==> src/rtl/jacobi_row_sequencer_if.sv <==
// Handshake and strobe bundle between the Jacobi row sequencer, the MAC stage,
// the I subtract/accumulate datapath and the result writeback path.
interface jacobi_row_sequencer_if #(
  parameter int TERM_W = 4
);
  logic              enable;
  logic              start;
  logic              prod_valid;
  logic [47:0]       result_I_minus_Accum;
  logic              result_ready;
  logic              busy;
  logic              accum_clear;
  logic              accum_en;
  logic              term_req;
  logic [TERM_W-1:0] term_idx;
  logic              get_I_flag;
  logic [1:0]        I_value_select;
  logic [47:0]       result_data;
  logic [1:0]        result_row;
  logic              result_valid;
  logic              done;

  modport master (
    input  enable, start, prod_valid, result_I_minus_Accum, result_ready,
    output busy, accum_clear, accum_en, term_req, term_idx, get_I_flag,
           I_value_select, result_data, result_row, result_valid, done
  );

  modport slave (
    output enable, start, prod_valid, result_I_minus_Accum, result_ready,
    input  busy, accum_clear, accum_en, term_req, term_idx, get_I_flag,
           I_value_select, result_data, result_row, result_valid, done
  );
endinterface

==> src/rtl/jacobi_row_sequencer.sv <==
// Sequences clear / accumulate / load-I / subtract / writeback for the four
// rows of one Jacobi block.
module jacobi_row_sequencer #(
  parameter int N_TERMS = 4,
  parameter int TERM_W  = 4
) (
  input logic                    clock,
  input logic                    reset,
  jacobi_row_sequencer_if.master bus
);

  typedef enum logic [2:0] {
    IDLE   = 3'd0,
    CLEAR  = 3'd1,
    ACCUM  = 3'd2,
    LOAD_I = 3'd3,
    SUB    = 3'd4,
    WB     = 3'd5,
    DONE   = 3'd6
  } state_t;

  localparam logic [TERM_W-1:0] LAST_TERM = TERM_W'(N_TERMS - 1);
  localparam logic [TERM_W-1:0] TERM_ZERO = {TERM_W{1'b0}};
  localparam logic [TERM_W-1:0] TERM_ONE  = TERM_W'(1);

  state_t            state_r;
  state_t            state_s;
  logic [1:0]        row_r;
  logic [TERM_W-1:0] term_idx_r;
  logic [47:0]       result_data_r;
  logic              busy_r;
  logic              accum_clear_r;
  logic              term_req_r;
  logic              get_I_flag_r;
  logic              result_valid_r;
  logic              done_r;

  // Next-state decode; a low enable overrides every state and returns to IDLE.
  always_comb begin
    state_s = state_r;
    if (!bus.enable) begin
      state_s = IDLE;
    end else begin
      case (state_r)
        IDLE:    state_s = bus.start ? CLEAR : IDLE;
        CLEAR:   state_s = ACCUM;
        ACCUM:   state_s = (bus.prod_valid && (term_idx_r == LAST_TERM)) ? LOAD_I : ACCUM;
        LOAD_I:  state_s = SUB;
        SUB:     state_s = WB;
        WB: begin
          if (bus.result_ready) begin
            state_s = (row_r == 2'd3) ? DONE : CLEAR;
          end else begin
            state_s = WB;
          end
        end
        DONE:    state_s = IDLE;
        default: state_s = IDLE;
      endcase
    end
  end

  // State register with strobes registered from the next state so they align with it.
  always_ff @(posedge clock or negedge reset) begin
    if (!reset) begin
      state_r        <= IDLE;
      busy_r         <= 1'b0;
      accum_clear_r  <= 1'b0;
      term_req_r     <= 1'b0;
      get_I_flag_r   <= 1'b0;
      result_valid_r <= 1'b0;
      done_r         <= 1'b0;
    end else begin
      state_r        <= state_s;
      busy_r         <= (state_s != IDLE);
      accum_clear_r  <= (state_s == CLEAR);
      term_req_r     <= (state_s == ACCUM);
      get_I_flag_r   <= (state_s == LOAD_I);
      result_valid_r <= (state_s == WB);
      done_r         <= (state_s == DONE);
    end
  end

  // Term index: zeroed on every row entry, saturates at the last term.
  always_ff @(posedge clock or negedge reset) begin
    if (!reset) begin
      term_idx_r <= TERM_ZERO;
    end else if (!bus.enable) begin
      term_idx_r <= TERM_ZERO;
    end else if (state_s == CLEAR) begin
      term_idx_r <= TERM_ZERO;
    end else if ((state_r == ACCUM) && bus.prod_valid && (term_idx_r != LAST_TERM)) begin
      term_idx_r <= term_idx_r + TERM_ONE;
    end else begin
      term_idx_r <= term_idx_r;
    end
  end

  // Row counter advances only when a non-final row's result is accepted.
  always_ff @(posedge clock or negedge reset) begin
    if (!reset) begin
      row_r <= 2'd0;
    end else if (!bus.enable) begin
      row_r <= 2'd0;
    end else if ((state_r == IDLE) && bus.start) begin
      row_r <= 2'd0;
    end else if ((state_r == WB) && bus.result_ready && (row_r != 2'd3)) begin
      row_r <= row_r + 2'd1;
    end else begin
      row_r <= row_r;
    end
  end

  // Result capture at the end of SUB; held through WB until accepted.
  always_ff @(posedge clock or negedge reset) begin
    if (!reset) begin
      result_data_r <= 48'd0;
    end else if (!bus.enable) begin
      result_data_r <= 48'd0;
    end else if (state_r == SUB) begin
      result_data_r <= bus.result_I_minus_Accum;
    end else begin
      result_data_r <= result_data_r;
    end
  end

  // accum_en must follow prod_valid within the same cycle, so it stays combinational.
  assign bus.accum_en       = term_req_r & bus.prod_valid;
  assign bus.busy           = busy_r;
  assign bus.accum_clear    = accum_clear_r;
  assign bus.term_req       = term_req_r;
  assign bus.term_idx       = term_idx_r;
  assign bus.get_I_flag     = get_I_flag_r;
  assign bus.I_value_select = row_r;
  assign bus.result_data    = result_data_r;
  assign bus.result_row     = row_r;
  assign bus.result_valid   = result_valid_r;
  assign bus.done           = done_r;

endmodule

==> src/flat_wrapper.sv <==
// flat-port wrapper written by rule: the top's interface ports become plain ports
module jacobi_row_sequencer_flat 
#(
  parameter int N_TERMS = 4,
  parameter int TERM_W  = 4
)
  (clock, reset, bus_enable, bus_start, bus_prod_valid, bus_result_I_minus_Accum, bus_result_ready, bus_busy, bus_accum_clear, bus_accum_en, bus_term_req, bus_term_idx, bus_get_I_flag, bus_I_value_select, bus_result_data, bus_result_row, bus_result_valid, bus_done);
  jacobi_row_sequencer_if #(.TERM_W(TERM_W)) bus_i ();
  input logic clock;
  input logic reset;
  input wire logic [$bits(bus_i.enable)-1:0] bus_enable;
  input wire logic [$bits(bus_i.start)-1:0] bus_start;
  input wire logic [$bits(bus_i.prod_valid)-1:0] bus_prod_valid;
  input wire logic [$bits(bus_i.result_I_minus_Accum)-1:0] bus_result_I_minus_Accum;
  input wire logic [$bits(bus_i.result_ready)-1:0] bus_result_ready;
  output wire logic [$bits(bus_i.busy)-1:0] bus_busy;
  output wire logic [$bits(bus_i.accum_clear)-1:0] bus_accum_clear;
  output wire logic [$bits(bus_i.accum_en)-1:0] bus_accum_en;
  output wire logic [$bits(bus_i.term_req)-1:0] bus_term_req;
  output wire logic [$bits(bus_i.term_idx)-1:0] bus_term_idx;
  output wire logic [$bits(bus_i.get_I_flag)-1:0] bus_get_I_flag;
  output wire logic [$bits(bus_i.I_value_select)-1:0] bus_I_value_select;
  output wire logic [$bits(bus_i.result_data)-1:0] bus_result_data;
  output wire logic [$bits(bus_i.result_row)-1:0] bus_result_row;
  output wire logic [$bits(bus_i.result_valid)-1:0] bus_result_valid;
  output wire logic [$bits(bus_i.done)-1:0] bus_done;
  assign bus_i.enable = bus_enable;
  assign bus_i.start = bus_start;
  assign bus_i.prod_valid = bus_prod_valid;
  assign bus_i.result_I_minus_Accum = bus_result_I_minus_Accum;
  assign bus_i.result_ready = bus_result_ready;
  assign bus_busy = bus_i.busy;
  assign bus_accum_clear = bus_i.accum_clear;
  assign bus_accum_en = bus_i.accum_en;
  assign bus_term_req = bus_i.term_req;
  assign bus_term_idx = bus_i.term_idx;
  assign bus_get_I_flag = bus_i.get_I_flag;
  assign bus_I_value_select = bus_i.I_value_select;
  assign bus_result_data = bus_i.result_data;
  assign bus_result_row = bus_i.result_row;
  assign bus_result_valid = bus_i.result_valid;
  assign bus_done = bus_i.done;
  jacobi_row_sequencer #(.N_TERMS(N_TERMS), .TERM_W(TERM_W)) u_core (.clock(clock), .reset(reset), .bus(bus_i));
endmodule
==> config.mk <==
export PLATFORM = sky130hd
export DESIGN_NAME = jacobi_row_sequencer_flat
export DESIGN_NICKNAME = d
export VERILOG_FILES = /design/src/rtl/jacobi_row_sequencer_if.sv /design/src/rtl/jacobi_row_sequencer.sv /design/src/flat_wrapper.sv
export SDC_FILE = /design/constraint.sdc
export NUM_CORES = 1
export LEC_CHECK = 0
export CELL_PAD_IN_SITES_DETAIL_PLACEMENT = 1
export CELL_PAD_IN_SITES_GLOBAL_PLACEMENT = 1
export CORE_UTILIZATION = 29
export CTS_BUF_LIST = sky130_fd_sc_hd__clkbuf_8
export DETAILED_ROUTE_END_ITERATION = 10
export GPL_TIMING_DRIVEN = 0
export HOLD_SLACK_MARGIN = 0.06
export MAX_ROUTING_LAYER = met4
export PLACE_DENSITY_LB_ADDON = 0.2
export RECOVER_POWER = 25
export SLEW_MARGIN = 10
export SYNTH_ARGS = -nofsm -noshare
export SYNTH_HDL_FRONTEND = slang
export SYNTH_SLANG_ARGS = --single-unit
==> constraint.sdc <==
create_clock -name clock -period 1.3 [get_ports clock]
set_input_delay 0.325 -clock clock [delete_from_list [all_inputs] [get_ports clock]]
set_output_delay 0.325 -clock clock [all_outputs]
set_load 0.03 [all_outputs]
==> impl_metrics.tcl <==
set metrics [dict create \
    drive_gt1_frac 0.374 \
    multi_input_area_um2 1180 \
    area_growth_pct 60.3 \
    die_area_um2 9710 \
    die_x_um 98.6 \
    synth_cell_types 38 \
    max_stage_delay_ns 0.41 \
    grt_antenna_before_repair 0 \
    nets 481 \
    cts_buffers 9 \
    grt_pass1_wl_mm 13.1 \
    required_ns 1.49 \
    grt_pass1_vias 2597 \
    rsz0062_at_grt "true" \
    io_buffer_count 116 \
    cts_tree "built" \
    clock_sinks 63 \
    synthFlopType "dfrtp_1" \
    setup_viol 41 \
    antenna_left 0 \
    via_per_inst 4.71 \
    worstPathMaxFanout 9 \
    fmax_ghz 0.687 \
    initial_utilization 0.304 \
    crit_path_end_kind "flip-flop" \
    synth_enable_flop_cells 0 \
    critPathKind "flip-flop to flip-flop" \
    finalHoldViolations 0 \
    grtUsageTotal 0.178 \
    hpwlAfterDp_mm 5.64 \
    p_per_area_nw_per_um2 964 \
    whs_ns 0.452 \
    tns_ns -4.43 \
    slowest_stage "dfrtp_1" \
    crit_buf_inv 2 \
    final_cell_mix "86 x nand2_1, 57 x dfrtp_1, 54 x buf_2" \
    seqCellArea_um2 1580 \
    core.rowCount 34 \
    worstPathArrival_ns 1.65 \
    syn-instance-count 282 \
    gr-total-overflow 0 \
    syn_avg_cell_area_um2 9.59 \
    path_delay_family "simple AND/OR/NAND/NOR gates" \
    violations "setup timing" \
    place.gp.congestion 0.732 \
    die_y_um 98.6 \
    clkLatencyLatePin_ns 0.34 \
    peakVddDrop_v 0.000432 \
    drc 0 \
    n_fill_cell 1014 \
    hold_path_class "primary input to async pin" \
    cts_buffer_depth 2 \
    final_common_cell "nand2_1" \
    grt_max_degree 51 \
    wl_mm 8.28 \
    ys_seq_area_frac 0.583 \
    h-tree-depth 3 \
    clkTransAtPathRegs_ns 0.07 \
    io_pins 117 \
    ys_async_sr_fraction 1.00 \
    clock-root-buffer "clkbuf_8" \
    min_period_ns 1.46 \
    ys_warn_count 0 \
    leakage_nw 2.02 \
    crit_chain "nand2b_4 -> or2_4 -> buf_12 -> clkbuf_16 -> nand2_1 -> a21oi_1" \
    vias 2533 \
    slew_headroom 0.653 \
    core-area_um2 8890 \
    diodes 0 \
    first_pass_iters 4 \
    maxSlewViolCount 0 \
    ys_ff_latch 63 \
    syn-num-nets 338 \
    tightest_slew_ns 0.520 \
    wl_per_cell_um 15.4 \
    startpoint_type "flip-flop" \
    syn_area_um2 2700 \
    fin_crit_sh 1.12 \
    cap_violations 0 \
    fin_ws_ns -0.156 \
    outcome "finished, violations left" \
    clock-skew-final_ns 0.00955 \
    drtIter0Drc 36 \
]
-- kinds of logic after synthesis --
logic type | Yosys count | synth area share
flops | 63 | 0.583
compound gates | 60 | 0.120
xor+xnor | 3 | 0.00972
buf+inv | 21 | 0.0532
mux | 4 | 0.0153
fa+ha+maj | 2 | 0.00925
simple gates | 129 | 0.210
-- routing by layer --
layer | wire, um | GRT usage | part of all wire
met3 | 398 | 0.0376 | 0.048
met4 | 157 | 0.0746 | 0.019
met2 | 3970 | 0.289 | 0.48
met1 | 3750 | 0.217 | 0.45
met5 | 0 | - | 0
-- state kept, by name, summed over array words and instances, names as in the netlist --
| name | cells |
|---|---|
| u_core.bus.term_idx | 4 |
| u_core.bus.I_value_select | 2 |
| u_core.bus.busy | 1 |
| u_core.bus.done | 1 |
| u_core.bus.term_req | 1 |
| u_core.state_r | 3 |
| u_core.bus.accum_clear | 1 |
| u_core.bus.result_data | 48 |
| u_core.bus.result_valid | 1 |
| u_core.bus.get_I_flag | 1 |
-- report_power, final --
group	switching, mW	internal [mW]	total [mW]
combinational	0.325	0.311	0.636
clock	0.744	0.775	1.52
sequential	0.0233	2.00	2.02
total	1.09	3.09	4.18
-- metrics by stage --
stage                     cell area (um2)   util  setup WS (ns)  total power, mW  std cells
after CTS                            4170  0.469         -0.157             4.22        533
after global placement               4050  0.455          -2.62             2.63        506
final                                4330  0.487         -0.156             4.18        538
after global routing                 4330  0.487         -0.210             4.38        538
after floorplan                      2750      -         -0.147             2.31        282
after detailed placement             4070  0.458         -0.650             2.65        507
-- synth_stat cells, types with 2 or more instances --
cell type	n	area share
buf_2	4	0.0074
clkbuf_1	5	0.0069
dfrtp_1	63	0.58
mux2i_1	3	0.011
nand2_1	100	0.14
a211oi_1	2	0.0056
and3_1	2	0.0046
and2_1	4	0.0093
buf_6	5	0.021
nor2_1	7	0.0097
o21ai_0	3	0.0056
xnor2_1	2	0.0065
buf_4	6	0.017
ha_1	2	0.0093
a21oi_1	51	0.094
-- cell type report --
cell class                      count  area share
Tap cell                          108      0.0312
Multi-Input combinational cell    198       0.273
Sequential cell                    63       0.365
Timing Repair Buffer              132       0.246
Clock inverter                      5     0.00577
Inverter                            1    0.000866
Clock buffer                       11      0.0349
Buffer                             20      0.0433
-- path summary, 6_finish.rpt --
check	slack (ns)	to	depth (start not counted)	start
max in group asynchronous	0.12	u_core.bus.I_value_select[1]	3	reset
hold reg to reg	0.52	u_core.bus.result_data[14]	2	u_core.bus.result_data[14]
min in group clock	0.48	u_core.bus.busy	2	bus_enable
hold / removal	0.45	u_core.bus.result_data[22]	2	reset
setup reg to reg	-0.16	u_core.bus.result_data[36]	6	u_core.state_r[1]
setup / recovery	-0.16	u_core.bus.result_data[36]	6	u_core.state_r[1]
-- repair_timing --
item,in CTS,in global routing
pin swaps,10,10
hold buffers,1,0
buffers inserted,9,3
endpoints found under the hold margin,13,0
cloned,0,2
gates resized for setup,365,30
setup endpoints to repair,124,70
(Power assumes the default switching activity.)
